[src/rtl/dp_dmi_ctrl_pkg.sv]
// Shared types for the DMI controller: register addresses, op/status
// encodings, FSM states and the implemented-address decode.
package dp_dmr_types;

    localparam int unsigned OpW = 2;

    // Debug-module register addresses, held 32 bits wide so the decode
    // works for any ADDR_W up to 32.
    localparam logic [31:0] AddrData0        = 32'h04;
    localparam logic [31:0] AddrData1        = 32'h05;
    localparam logic [31:0] AddrDmcontrol    = 32'h10;
    localparam logic [31:0] AddrDmstatus     = 32'h11;
    localparam logic [31:0] AddrHartinfo     = 32'h12;
    localparam logic [31:0] AddrAbstractcs   = 32'h16;
    localparam logic [31:0] AddrCommand      = 32'h17;
    localparam logic [31:0] AddrAbstractauto = 32'h18;
    localparam logic [31:0] AddrProgbuf0     = 32'h20;
    localparam logic [31:0] AddrHaltsum0     = 32'h40;

    typedef enum logic [OpW-1:0] {
        OpNop   = 2'd0,
        OpRead  = 2'd1,
        OpWrite = 2'd2,
        OpRsvd  = 2'd3
    } dmi_op_e;

    typedef enum logic [OpW-1:0] {
        StatSuccess = 2'd0,
        StatFailed  = 2'd2
    } dmi_status_e;

    typedef enum logic [1:0] {
        StIdle,
        StAccess,
        StResp
    } state_e;

    function automatic logic addr_implemented(input logic [31:0] addr);
        case (addr)
            AddrData0, AddrData1, AddrDmcontrol, AddrDmstatus, AddrHartinfo,
            AddrAbstractcs, AddrCommand, AddrAbstractauto, AddrProgbuf0,
            AddrHaltsum0: return 1'b1;
            default:      return 1'b0;
        endcase
    endfunction

endpackage

[src/rtl/dp_dmi_ctrl_if.sv]
// DTM-side request/response handshake bundle.
interface dp_dmi_ctrl_if
    import dp_dmr_types::*;
#(
    parameter int unsigned ADDR_W = 7,
    parameter int unsigned DATA_W = 32
);
    logic              req_valid;
    logic              req_ready;
    logic [ADDR_W-1:0] req_addr;
    logic [DATA_W-1:0] req_data;
    logic [OpW-1:0]    req_op;
    logic              resp_valid;
    logic              resp_ready;
    logic [DATA_W-1:0] resp_data;
    logic [OpW-1:0]    resp_op;

    // DTM side
    modport master (
        output req_valid, req_addr, req_data, req_op, resp_ready,
        input  req_ready, resp_valid, resp_data, resp_op
    );

    // Controller side
    modport slave (
        input  req_valid, req_addr, req_data, req_op, resp_ready,
        output req_ready, resp_valid, resp_data, resp_op
    );
endinterface

[src/rtl/dp_dmi_ctrl.sv]
// DMI controller: accepts one DTM request at a time, performs a single-cycle
// register-file access when the request is legal, and returns a buffered
// response. Illegal requests set a sticky error that blocks later accesses
// until dmi_reset.
module dp_dmi_ctrl
    import dp_dmr_types::*;
#(
    parameter int unsigned ADDR_W = 7,
    parameter int unsigned DATA_W = 32
) (
    input  logic              clk,
    input  logic              rst,
    dp_dmi_ctrl_if.slave      dtm,
    input  logic              dmi_reset,
    output logic [ADDR_W-1:0] dmi_address,
    output logic [DATA_W-1:0] dmi_wdata,
    output logic [OpW-1:0]    dmi_op,
    input  logic [DATA_W-1:0] dmi_rdata,
    output logic              sticky_err
);

    state_e state;
    logic   req_nop;
    logic   req_ok;
    logic   req_err;

    assign dtm.req_ready = (state == StIdle);

    // Classify the incoming request: legal access, nop, or error-setting.
    always_comb begin
        logic impl;
        impl    = addr_implemented(32'(dtm.req_addr));
        req_nop = (dtm.req_op == OpNop);
        req_err = (dtm.req_op == OpRsvd) || (!req_nop && !impl);
        req_ok  = ((dtm.req_op == OpRead) || (dtm.req_op == OpWrite)) && impl && !sticky_err;
    end

    // Controller FSM with registered dmi and response outputs.
    always_ff @(posedge clk) begin
        if (rst) begin
            state          <= StIdle;
            dtm.resp_valid <= 1'b0;
            dtm.resp_data  <= '0;
            dtm.resp_op    <= StatSuccess;
            dmi_op         <= OpNop;
            dmi_address    <= '0;
            dmi_wdata      <= '0;
            sticky_err     <= 1'b0;
        end else begin
            // A clear is overridden by an error set later in this block.
            if (dmi_reset) begin
                sticky_err <= 1'b0;
            end
            case (state)
                StIdle: begin
                    if (dtm.req_valid) begin
                        if (req_ok) begin
                            dmi_address <= dtm.req_addr;
                            dmi_wdata   <= dtm.req_data;
                            dmi_op      <= dtm.req_op;
                            state       <= StAccess;
                        end else begin
                            dtm.resp_valid <= 1'b1;
                            dtm.resp_data  <= '0;
                            dtm.resp_op    <= req_nop ? StatSuccess : StatFailed;
                            state          <= StResp;
                            if (req_err) begin
                                sticky_err <= 1'b1;
                            end
                        end
                    end
                end
                StAccess: begin
                    dtm.resp_data  <= (dmi_op == OpRead) ? dmi_rdata : '0;
                    dtm.resp_op    <= StatSuccess;
                    dtm.resp_valid <= 1'b1;
                    dmi_op         <= OpNop;
                    state          <= StResp;
                end
                StResp: begin
                    if (dtm.resp_ready) begin
                        dtm.resp_valid <= 1'b0;
                        state          <= StIdle;
                    end
                end
                default: state <= StIdle;
            endcase
        end
    end

endmodule

[src/flat_wrapper.sv]
// flat-port wrapper written by rule: the top's interface ports become plain ports
module dp_dmi_ctrl_flat import dp_dmr_types::*;
#(
    parameter int unsigned ADDR_W = 7,
    parameter int unsigned DATA_W = 32
)
  (clk, rst, dmi_reset, dmi_address, dmi_wdata, dmi_op, dmi_rdata, sticky_err, dtm_req_valid, dtm_req_addr, dtm_req_data, dtm_req_op, dtm_resp_ready, dtm_req_ready, dtm_resp_valid, dtm_resp_data, dtm_resp_op);
  dp_dmi_ctrl_if #(.ADDR_W(ADDR_W), .DATA_W(DATA_W)) dtm_i ();
  input  logic clk;
  input  logic rst;
  input  logic dmi_reset;
  output logic [ADDR_W-1:0] dmi_address;
  output logic [DATA_W-1:0] dmi_wdata;
  output logic [OpW-1:0] dmi_op;
  input  logic [DATA_W-1:0] dmi_rdata;
  output logic sticky_err;
  input wire logic [$bits(dtm_i.req_valid)-1:0] dtm_req_valid;
  input wire logic [$bits(dtm_i.req_addr)-1:0] dtm_req_addr;
  input wire logic [$bits(dtm_i.req_data)-1:0] dtm_req_data;
  input wire logic [$bits(dtm_i.req_op)-1:0] dtm_req_op;
  input wire logic [$bits(dtm_i.resp_ready)-1:0] dtm_resp_ready;
  output wire logic [$bits(dtm_i.req_ready)-1:0] dtm_req_ready;
  output wire logic [$bits(dtm_i.resp_valid)-1:0] dtm_resp_valid;
  output wire logic [$bits(dtm_i.resp_data)-1:0] dtm_resp_data;
  output wire logic [$bits(dtm_i.resp_op)-1:0] dtm_resp_op;
  assign dtm_i.req_valid = dtm_req_valid;
  assign dtm_i.req_addr = dtm_req_addr;
  assign dtm_i.req_data = dtm_req_data;
  assign dtm_i.req_op = dtm_req_op;
  assign dtm_i.resp_ready = dtm_resp_ready;
  assign dtm_req_ready = dtm_i.req_ready;
  assign dtm_resp_valid = dtm_i.resp_valid;
  assign dtm_resp_data = dtm_i.resp_data;
  assign dtm_resp_op = dtm_i.resp_op;
  dp_dmi_ctrl #(.ADDR_W(ADDR_W), .DATA_W(DATA_W)) u_core (.clk(clk), .rst(rst), .dtm(dtm_i), .dmi_reset(dmi_reset), .dmi_address(dmi_address), .dmi_wdata(dmi_wdata), .dmi_op(dmi_op), .dmi_rdata(dmi_rdata), .sticky_err(sticky_err));
endmodule
[config.mk]
export PLATFORM = sky130hd
export DESIGN_NAME = dp_dmi_ctrl_flat
export DESIGN_NICKNAME = d
export VERILOG_FILES = /design/src/rtl/dp_dmi_ctrl_pkg.sv /design/src/rtl/dp_dmi_ctrl_if.sv /design/src/rtl/dp_dmi_ctrl.sv /design/src/flat_wrapper.sv
export SDC_FILE = /design/constraint.sdc
export NUM_CORES = 1
export LEC_CHECK = 0
export ABC_AREA = 1
export BUFFER_PORTS_ARGS = -buffer_cell sky130_fd_sc_hd__buf_4
export CAP_MARGIN = 20
export CELL_PAD_IN_SITES_DETAIL_PLACEMENT = 1
export CELL_PAD_IN_SITES_GLOBAL_PLACEMENT = 1
export CORE_ASPECT_RATIO = 1.25
export CORE_MARGIN = 4
export CORE_UTILIZATION = 33
export DETAILED_ROUTE_END_ITERATION = 12
export GPL_TIMING_DRIVEN = 0
export PLACE_DENSITY_LB_ADDON = 0.1
export SLEW_MARGIN = 20
export SYNTH_ARGS = -nofsm -noshare
export SYNTH_HDL_FRONTEND = slang
export SYNTH_SLANG_ARGS = --single-unit
export TNS_END_PERCENT = 10
[constraint.sdc]
create_clock -name clk -period 5.4 [get_ports clk]
set_clock_uncertainty 0.05 [all_clocks]
set_input_delay 1.08 -clock clk [delete_from_list [all_inputs] [get_ports clk]]
set_output_delay 1.08 -clock clk [all_outputs]
set_load 0.02 [all_outputs]
==> metrics, run 1 <==
status completed; hold-fix buffer count after cts 0; postcts setup bufs 0; Seq/Total Area, Yosys between 50 and 60%; internal power 846 uW; drt wl/cell 14.5 um; Lkg Pwr 0.00195 uW; Tcrit/Tclk final 47.9%; Worst EP arrival between 2000 and 3000 ps; setup TNS 0 ps; start point of the critical path dtm_req_op[0]; Clk pwr share 34.9%; port buffer count between 150 and 200; worst-skew pair later-pin latency around 350 ps; Antenna diodes 0; Max Cap Violations 0; Syn-to-layout area delta 48.5%; ANT nets after route 0; placed wire-length estimate a little under 8000 um; Max Buffers Root-to-Sink 2; placed instance count 676; Die ar. about 11000 um2; post-synthesis register bit count between 70 and 80; fillers approximately 1200; nature of the critical path endpoint register; IO Count 156; Reg power frac between 50% and 60%; share of layout cells above drive strength 1 32.1%; Unique masters post-synth 23; fin util 51.0%; Worst slew margin ~67%; Synth Instances between 400 and 500; non-filler cells, final between 600 and 700; Critical Path RT between 5000 and 6000 ps; storage element area 1560 um2; VDD IR max ~0.16 mV; crit path time final about 2600 ps; endpoints failing setup 0; Comb power frac roughly an eighth; RSZ-0062 raised after global routing no; Tot GR Track Use a little under a fifth; die width roughly 94 um; DRT iter0 DRCs 45; total congestion overflow 0; first-pass GRT wire length roughly 16000 um; Crit Path Class in2reg; Final #Nets approximately 650; initial antenna violation count 0; CTS Sinks roughly 80; Sw Ratio between 20 and 30%; largest net degree at the start of global routing 12; CTS tree done; std cell rows 38; hold path depth 2; cell area after synthesis 3040 um2; Max Slew Vio Count 0; Die Y 115 um; PD cells about 250 nW/um2; Max FO, Critical Path 10; Worst setup SP type input pin; CTS H-Tree Depth 3; r2r setup slk 3570 ps; Max Freq roughly 390 MHz; vias in the first global route ~3300; CTS buffer count 9; worst reg2reg endpoint u_core.dtm.resp_data[4]$_SDFFE_PP0P_; Routed WL 9990 um; Synth warnings 0; router iterations before antenna repair 4; area of the multi-input gates about 1300 um2; clock-pin slew on the worst setup and hold paths 70 ps; core area slightly below 9000 um2; worst slew pin tran 490 ps; DRC 0; # resized after CTS 0; root buffer cell clkbuf_8; worst hold path type reg2reg; via/cell ratio approximately 4.7; syn_area_per_cell ~7.5 um2; Worst Reg-to-Reg Cells 5; Worst Min Path Start u_core.dmi_wdata[23]$_SDFFE_PP0P_; hold endpoint u_core.dmi_wdata[23]$_SDFFE_PP0P_; via count 3234; syn_nets a little under 500; Hold Vio Cnt, Final 0; starting density of the core 34.4%; gpl congestion just under 0.8; Net Switching 283 uW; FF-to-FF Start u_core.state[0]$_SDFFE_PP0P_
[power by group through the flow]
| stage | Clock, uW | Sequential (uW) | Combinational (uW) |
|---|---|---|---|
| 5_1_grt | 444 | 587 | 164 |
| 3_5_place_dp | 0 | 600 | 150 |
| 3_3_place_gp | 0 | 600 | 148 |
| 6_report | 394 | 587 | 149 |
| 4_1_cts | 414 | 586 | 151 |
| 2_1_floorplan | 0 | 606 | 64.9 |
[flip-flops by register name, indices dropped and copies added (netlist names)]
name / flops
u_core.dmi_wdata: 32
u_core.dtm.resp_data: 32
u_core.dmi_address: 7
u_core.dmi_op: 2
u_core.state: 2
u_core.dtm.resp_op: 1
u_core.dtm.resp_valid: 1
u_core.sticky_err: 1
[area by class of cell]
class | count | area share (%)
tap | 120 | 3.33
multi-input combinational | 278 | 28.1
inverter | 19 | 1.58
clock buffer | 13 | 3.74
buffer | 28 | 3.08
sequential | 78 | 34.6
timing repair buffer | 153 | 25.5
clock inverter | 1 | 0.111
[kinds of logic (layout without fill, tap and decap cells)]
| group | after synthesis | in the layout | synth area share, % |
|---|---|---|---|
| simple gates | 192 | 192 | 27.0 |
| compound gates | 83 | 83 | 13.8 |
| flops | 78 | 78 | 51.4 |
| buf+inv | 47 | 214 | 6.92 |
| fa+ha+maj | 2 | 2 | 0.823 |
| other cells | 1 | 1 | 0.123 |
[cells in the mapped netlist]
cell / instances / area [um2]
buf_2: 6 / 30.0
nand2_1: 125 / 469
nor3_4: 1 / 16.3
buf_4: 5 / 37.5
nand3b_1: 1 / 7.51
dfxtp_1: 78 / 1560
nor4_2: 1 / 12.5
nor2_1: 14 / 52.6
conb_1: 1 / 3.75
nor2_2: 1 / 6.26
nor3_1: 1 / 5.00
o21ai_0: 2 / 10.0
o21ai_1: 1 / 5.00
a21oi_1: 79 / 395
inv_1: 19 / 71.3
o21bai_1: 1 / 7.51
clkbuf_1: 16 / 60.1
buf_6: 1 / 11.3
nand2_2: 1 / 6.26
nand3_1: 43 / 215
ha_1: 2 / 25.0
nand4_1: 3 / 18.8
nor2_4: 1 / 11.3
[placed cells by master, fill, tap and decap left out, types with 2 or more instances in the layout]
cell type  instances
clkbuf_1          17
buf_4            158
nand2_1          125
a21oi_1           79
buf_2              6
clkbuf_8          12
nand3_1           43
ha_1               2
o21ai_0            2
inv_1             19
nor2_1            14
dfxtp_1           78
nand4_1            3
[per-stage QoR]
step	instance area [um2]	hold WS (ps)	worst slack (ps)	power (uW)
finish	4510	412	2810	1130
global placement	4340	397	2440	748
detailed placement	4340	401	2400	750
floorplan	3040	486	2870	671
global route	4510	432	2590	1200
CTS	4510	413	2780	1150
[per-layer routing]
metal  GRT usage [%]  vias up  share of wire (%)
li1                -     1631                  -
met1            20.4     1481                 39
met2            32.3      109                 51
met3            7.85       13                8.7
met4            5.59        0                1.5
met5               0        -                  0
[worst max-delay path by stage]
stage,to,slack (ps),cells past startpoint
2_1_floorplan,u_core.dmi_wdata[19]$_SDFFE_PP0P_,2870,11
3_3_place_gp,u_core.dmi_wdata[26]$_SDFFE_PP0P_,2440,12
3_5_place_dp,u_core.dmi_wdata[22]$_SDFFE_PP0P_,2400,12
4_1_cts,u_core.dmi_wdata[25]$_SDFFE_PP0P_,2780,12
5_1_grt,u_core.dmi_wdata[25]$_SDFFE_PP0P_,2590,12
6_report,u_core.dmi_wdata[22]$_SDFFE_PP0P_,2810,12
[critical path: stages]
cell,delay (ps)
buf_4,90
inv_1,50
ha_1,270
inv_1,40
nor2_1,120
inv_1,80
nor3_4,380
nand2_1,140
buf_2,220
buf_6,160
nand2_1,60
a21oi_1,60
Power figures use the tool's default switching activity.
==> run 2, diff against run 1 <==
- CORE_UTILIZATION: 33 -> 28
- clock period: 5.4 -> 2.3 ns (I/O delays scaled with it)
==> run 2 against run 1 <==
  * Setup slack worse by 2500 ps
  * Non-clock buffer count stayed put
  * Clock-buffer cell count is 2 lower
  * Final area is 2.6% higher
==> metrics, run 2 (synthesized netlist as in run 1, its figures left out) <==
vias in the first global route 3431 (was 3266); FF-to-FF Start u_core.state[0]$_SDFFE_PP0P_ (unchanged); # resized after CTS 0 (unchanged); Crit Path Class in2reg (unchanged); Worst slew margin 62.2% (was 67.1%); Max stage delay on crit path 390 ps (was 380 ps); r2r setup slk 410 ps (was 3570 ps); port buffer count 153 (unchanged); first-pass GRT wire length 16300 um (was 15800 um); Final #Nets 647 (unchanged); initial antenna violation count 0 (unchanged); via/cell ratio 4.66 (was 4.69); endpoints failing setup 0 (unchanged); share of layout cells above drive strength 1 32.3% (was 32.1%); Worst EP arrival 2150 ps (was 2760 ps); CP Buf/Inv Count 6 (unchanged); biggest regs u_core.dmi_wdata (32), u_core.dtm.resp_data (32), u_core.dmi_address (7) (unchanged); die width 101 um (was 93.8 um); most common cell after layout, fill and taps aside buf_4 (unchanged); Hold Slack 338 ps (was 412 ps); storage element area 1560 um2 (unchanged); Tot GR Track Use 16.2% (was 18.5%); worst-skew pair later-pin latency 330 ps (was 350 ps); most frequent cells in the layout buf_4 (158), nand2_1 (125), a21oi_1 (79) (unchanged); Worst setup SP type input pin (unchanged); hold path depth 3 (was 2); postcts setup bufs 0 (unchanged); gpl congestion 0.725 (was 0.790); area of the multi-input gates 1270 um2 (unchanged); Hold Vio Cnt, Final 0 (unchanged); Max Buffers Root-to-Sink 2 (unchanged); slowest cell on the critical path nor3_4 (unchanged); critical-path cell list buf_4 > inv_1 > ha_1 > inv_1 > nor2_1 > inv_1 > nor3_4 > nand2_1 > buf_2 > buf_6 > nand2_1 > a21oi_1 (unchanged); router iterations before antenna repair 4 (unchanged); Worst Min Path Start dmi_rdata[8] (was u_core.dmi_wdata[23]$_SDFFE_PP0P_); PD cells 656 nW/um2 (was 250 nW/um2); Setup WS pre-CTS -85.5 ps (was 2400 ps); Critical Path RT 2450 ps (was 5570 ps); worst slew pin tran 563 ps (was 490 ps); Syn-to-layout area delta 52.4% (was 48.5%); IO Count 156 (unchanged); CTS Sinks 78 (unchanged); Die Y 124 um (was 115 um); nature of the critical path endpoint register (unchanged); top cell family by delay on the critical path simple AND/OR/NAND/NOR gates (unchanged); largest net degree at the start of global routing 14 (was 12); clock-pin slew on the worst setup and hold paths 60 ps (was 70 ps); RSZ-0062 raised after global routing no (unchanged); Max Slew Vio Count 0 (unchanged); worst hold path type in2reg (was reg2reg); Max Freq 499 MHz; hold endpoint u_core.dtm.resp_data[8]$_SDFFE_PP0P_ (was u_core.dmi_wdata[23]$_SDFFE_PP0P_); setup ws final 295 ps (was 2810 ps); hold-fix buffer count after cts 0 (unchanged); placed wire-length estimate 8090 um (was 7860 um); worst reg2reg endpoint u_core.dtm.resp_data[0]$_SDFFE_PP0P_ (was u_core.dtm.resp_data[4]$_SDFFE_PP0P_); DRT iter0 DRCs 79 (was 45); Die ar. 12600 um2 (was 10800 um2); fillers 1351 (was 1160); fin util 43.6% (was 51.0%); core area 10600 um2 (was 8840 um2); Critical Path Most Common Cell inv_1 (unchanged); std cell rows 42 (was 38); root buffer cell clkbuf_16 (was clkbuf_8); CTS buffer count 9 (unchanged); Tcrit/Tclk final between 80% and 90%; via count 3284 (was 3234); VDD IR max 0.359 mV (was 0.165 mV); Antenna diodes 0 (unchanged); Max Cap Violations 0 (unchanged); Worst Reg-to-Reg Cells 5 (unchanged); status completed (unchanged); Routed WL 10400 um (was 9990 um); CTS H-Tree Depth 3 (unchanged); setup TNS 0 ps (unchanged); Max FO, Critical Path 10 (unchanged); total congestion overflow 0 (unchanged); ANT nets after route 0 (unchanged); crit path time final 2000 ps; DRC 0 (unchanged); Lkg Pwr 0.00199 uW (was 0.00195 uW); CTS tree done (unchanged); starting density of the core 28.6% (was 34.4%); drt wl/cell 14.7 um (was 14.5 um)
## run 2: worst min-delay path: cells and delay by family
| family | cells | cell delay (ps) |
|---|---|---|
| buf+inv | 1 | 110 |
| compound gates | 1 | 50 |
| simple gates | 1 | 50 |
## run 2: how the worst max path moves through the flow
| stage | from | end | slack, ps | cells past startpoint |
|---|---|---|---|---|
| 2_1_floorplan | dtm_req_op[0] | u_core.dmi_wdata[19]$_SDFFE_PP0P_ | 390 | 11 |
| 3_3_place_gp | dtm_req_op[0] | u_core.dmi_wdata[26]$_SDFFE_PP0P_ | -60 | 12 |
| 3_5_place_dp | dtm_req_op[0] | u_core.dmi_wdata[22]$_SDFFE_PP0P_ | -90 | 12 |
| 4_1_cts | dtm_req_op[0] | u_core.dmi_wdata[22]$_SDFFE_PP0P_ | 250 | 12 |
| 5_1_grt | dtm_req_op[0] | u_core.dmi_wdata[22]$_SDFFE_PP0P_ | 70 | 12 |
| 6_report | dtm_req_op[1] | u_core.dmi_wdata[22]$_SDFFE_PP0P_ | 300 | 12 |
## run 2: per-stage QoR
| stage | cells | cell area [um2] | total power [uW] |
|---|---|---|---|
| after floorplan | 403 | 3040 | 1570 |
| after CTS | 704 | 4630 | 3100 |
| final | 704 | 4630 | 3040 |
| after global routing | 704 | 4630 | 3190 |
| after detailed placement | 688 | 4350 | 1770 |
| after global placement | 688 | 4350 | 1760 |
## run 2: per-layer routing
metal	GRT usage [%]	wire, um
met1	17.4	4030
met5	0	0
met4	5.63	156
met3	6.33	967
met2	28.3	5200
## run 2: power by group
group          switching (uW)  internal, uW  leakage (uW)  total [uW]
clock                     548           760      0.000135        1310
combinational             196           155       0.00123         351
sequential               11.9          1370      0.000629        1380
total                     756          2280       0.00199        3040
## run 2: cell type report
cell class / count / share of cell area (%)
multi-input cells: 278 / 27.4
flip-flops and latches: 78 / 33.7
plain buffers: 28 / 3.00
inverters: 19 / 1.54
repair buffers: 153 / 24.8
clock buffers: 11 / 5.24
well taps: 132 / 3.57
clock inverters: 5 / 0.757
==> run 3, diff against run 2 <==
- CORE_UTILIZATION: 28 -> 29
- CTS_BUF_LIST: unset -> sky130_fd_sc_hd__clkbuf_2
- GPL_ROUTABILITY_DRIVEN: unset -> 1
- GPL_TIMING_DRIVEN: 0 -> unset
==> run 3 against run 2 <==
  * Worst hold slack lost 240 ps
  * Largest cell class unchanged
  * Via count shrank 3.8%
  * Die area shrank 3.2%
  * Highest routed layer unchanged
  * Clock-buffer cell count shrank 2
  * Critical path type is now reg2out
  * Clock power shrank 34%
==> metrics, run 3 (synthesized netlist as in run 1, its figures left out) <==
Max FO, Critical Path 7 (was 10); worst-skew pair later-pin latency 510 ps (was 330 ps); endpoints failing setup 0 (unchanged); Reg power frac 53.2% (was 45.4%); Max Cap Violations 0 (unchanged); Worst slew margin 66.1% (was 62.2%); biggest regs u_core.dmi_wdata (32), u_core.dtm.resp_data (32), u_core.dmi_address (7) (unchanged); status completed (unchanged); Tot GR Track Use 15.8% (was 16.2%); die width 99.6 um (was 101 um); vias in the first global route 3314 (was 3431); starting density of the core 29.9% (was 28.6%); Crit Path Class reg2out (was in2reg); Die ar. 12200 um2 (was 12600 um2); Max Freq 541 MHz (was 499 MHz); Lkg Pwr 0.00191 uW (was 0.00199 uW); worst hold path type in2reg (unchanged); CTS H-Tree Depth 3 (unchanged); internal power 1890 uW (was 2280 uW); Die Y 122 um (was 124 um); Final Power 2600 uW (was 3040 uW); DRC 0 (unchanged); Syn-to-layout area delta 47.0% (was 52.4%); router iterations before antenna repair 4 (unchanged); Comb power frac 13.5% (was 11.5%); core area 10200 um2 (was 10600 um2); Final #Nets 628 (was 647); std cell rows 41 (was 42); gpl congestion 0.766 (was 0.725); nature of the critical path endpoint output port (was register); worst slew pin tran 509 ps (was 563 ps); share of layout cells above drive strength 1 33.1% (was 32.3%); most frequent cells in the layout buf_4 (159), nand2_1 (125), a21oi_1 (79) (was buf_4 (158), nand2_1 (125), a21oi_1 (79)); DRT iter0 DRCs 68 (was 79); Routed WL 9670 um (was 10400 um); Clk pwr share 33.3% (was 43.1%); CTS Sinks 78 (unchanged); drt wl/cell 14.2 um (was 14.7 um); CTS buffer count 9 (unchanged); via/cell ratio 4.63 (was 4.66); total congestion overflow 0 (unchanged); Max stage delay on crit path 450 ps (was 390 ps); RSZ-0062 raised after global routing no (unchanged); VDD IR max 0.206 mV (was 0.359 mV); slowest cell on the critical path dfxtp_1 (was nor3_4); placed wire-length estimate 6920 um (was 8090 um); crit path time final 1850 ps (was 2000 ps); root buffer cell clkbuf_2 (was clkbuf_16); Max Slew Vio Count 0 (unchanged); setup TNS 0 ps (unchanged); CTS tree done (unchanged); postcts setup bufs 0 (unchanged); hold-fix buffer count after cts 0 (unchanged); port buffer count 154 (was 153); Antenna diodes 0 (unchanged); Hold Vio Cnt, Final 0 (unchanged); Worst EP arrival 1340 ps (was 2150 ps); Max Buffers Root-to-Sink 2 (unchanged); critical-path cell list nor2_4 > buf_4 (was buf_4 > inv_1 > ha_1 > inv_1 > nor2_1 > inv_1 > nor3_4 > nand2_1 > buf_2 > buf_6 > nand2_1 > a21oi_1); Net Switching 710 uW (was 756 uW); Sw Ratio 27.3% (was 24.9%); Worst setup SP type register (was input pin); Critical Path RT 1790 ps (was 2450 ps); initial antenna violation count 0 (unchanged); # resized after CTS 0 (unchanged); via count 3159 (was 3284); IO Count 156 (unchanged); PD cells 582 nW/um2 (was 656 nW/um2); most common cell after layout, fill and taps aside buf_4 (unchanged); Tcrit/Tclk final 80.4% (was 87.2%); first-pass GRT wire length 15600 um (was 16300 um); largest net degree at the start of global routing 46 (was 14); clock-pin slew on the worst setup and hold paths 250 ps (was 60 ps); ANT nets after route 0 (unchanged)
## run 3: per-stage QoR
| step | utilization, % | cells | hold WS, ps | setup WS (ps) | instance area [um2] |
|---|---|---|---|---|---|
| final | 44.0 | 682 | 98.7 | 451 | 4470 |
| after global routing | 44.0 | 682 | 18.2 | 338 | 4470 |
| after CTS | 44.0 | 682 | 32.7 | 388 | 4470 |
| after detailed placement | 42.6 | 666 | 405 | 212 | 4320 |
| after global placement | 42.6 | 666 | 398 | 256 | 4320 |
| after floorplan | - | 403 | 486 | 387 | 3040 |
## run 3: final timing paths
path,cells past startpoint,startpoint,end,slack [ps]
setup / recovery,2,u_core.state[1]$_SDFFE_PP0P_,dtm_req_ready,450
hold / removal,3,dmi_rdata[4],u_core.dtm.resp_data[4]$_SDFFE_PP0P_,100
setup reg to reg,6,u_core.state[1]$_SDFFE_PP0P_,u_core.dmi_wdata[25]$_SDFFE_PP0P_,590
hold reg to reg,2,u_core.dmi_wdata[18]$_SDFFE_PP0P_,u_core.dmi_wdata[18]$_SDFFE_PP0P_,430
## run 3: power by group through the flow
stage | Sequential [uW] | Combinational (uW) | Clock [uW]
after floorplan | 1420 | 152 | 0
after global placement | 1410 | 351 | 0
after detailed placement | 1410 | 355 | 0
after CTS | 1380 | 357 | 906
after global routing | 1390 | 386 | 957
final | 1380 | 350 | 867
## run 3: worst max-delay path: cells and delay by family (launching register included)
family | cells | cell delay (ps)
flops | 1 | 450
simple gates | 1 | 210
buf+inv | 1 | 170
## run 3: final cells by class
class,instances,area [um2]
Fill cell,1283,5690
Clock buffer,9,45.0
Tap cell,129,161
Inverter,19,71.3
Timing Repair Buffer,162,1250
Clock inverter,7,97.6
Sequential cell,78,1560
Multi-Input combinational cell,278,1280
## run 3: layer usage
| layer | GRT usage, % | vias to the layer above | share of wire [%] |
|---|---|---|---|
| met5 | 0 | - | 0 |
| met3 | 5.46 | 9 | 10 |
| met4 | 6.40 | 0 | 1.2 |
| met2 | 26.6 | 108 | 48 |
| li1 | - | 1596 | - |
| met1 | 18.2 | 1446 | 41 |
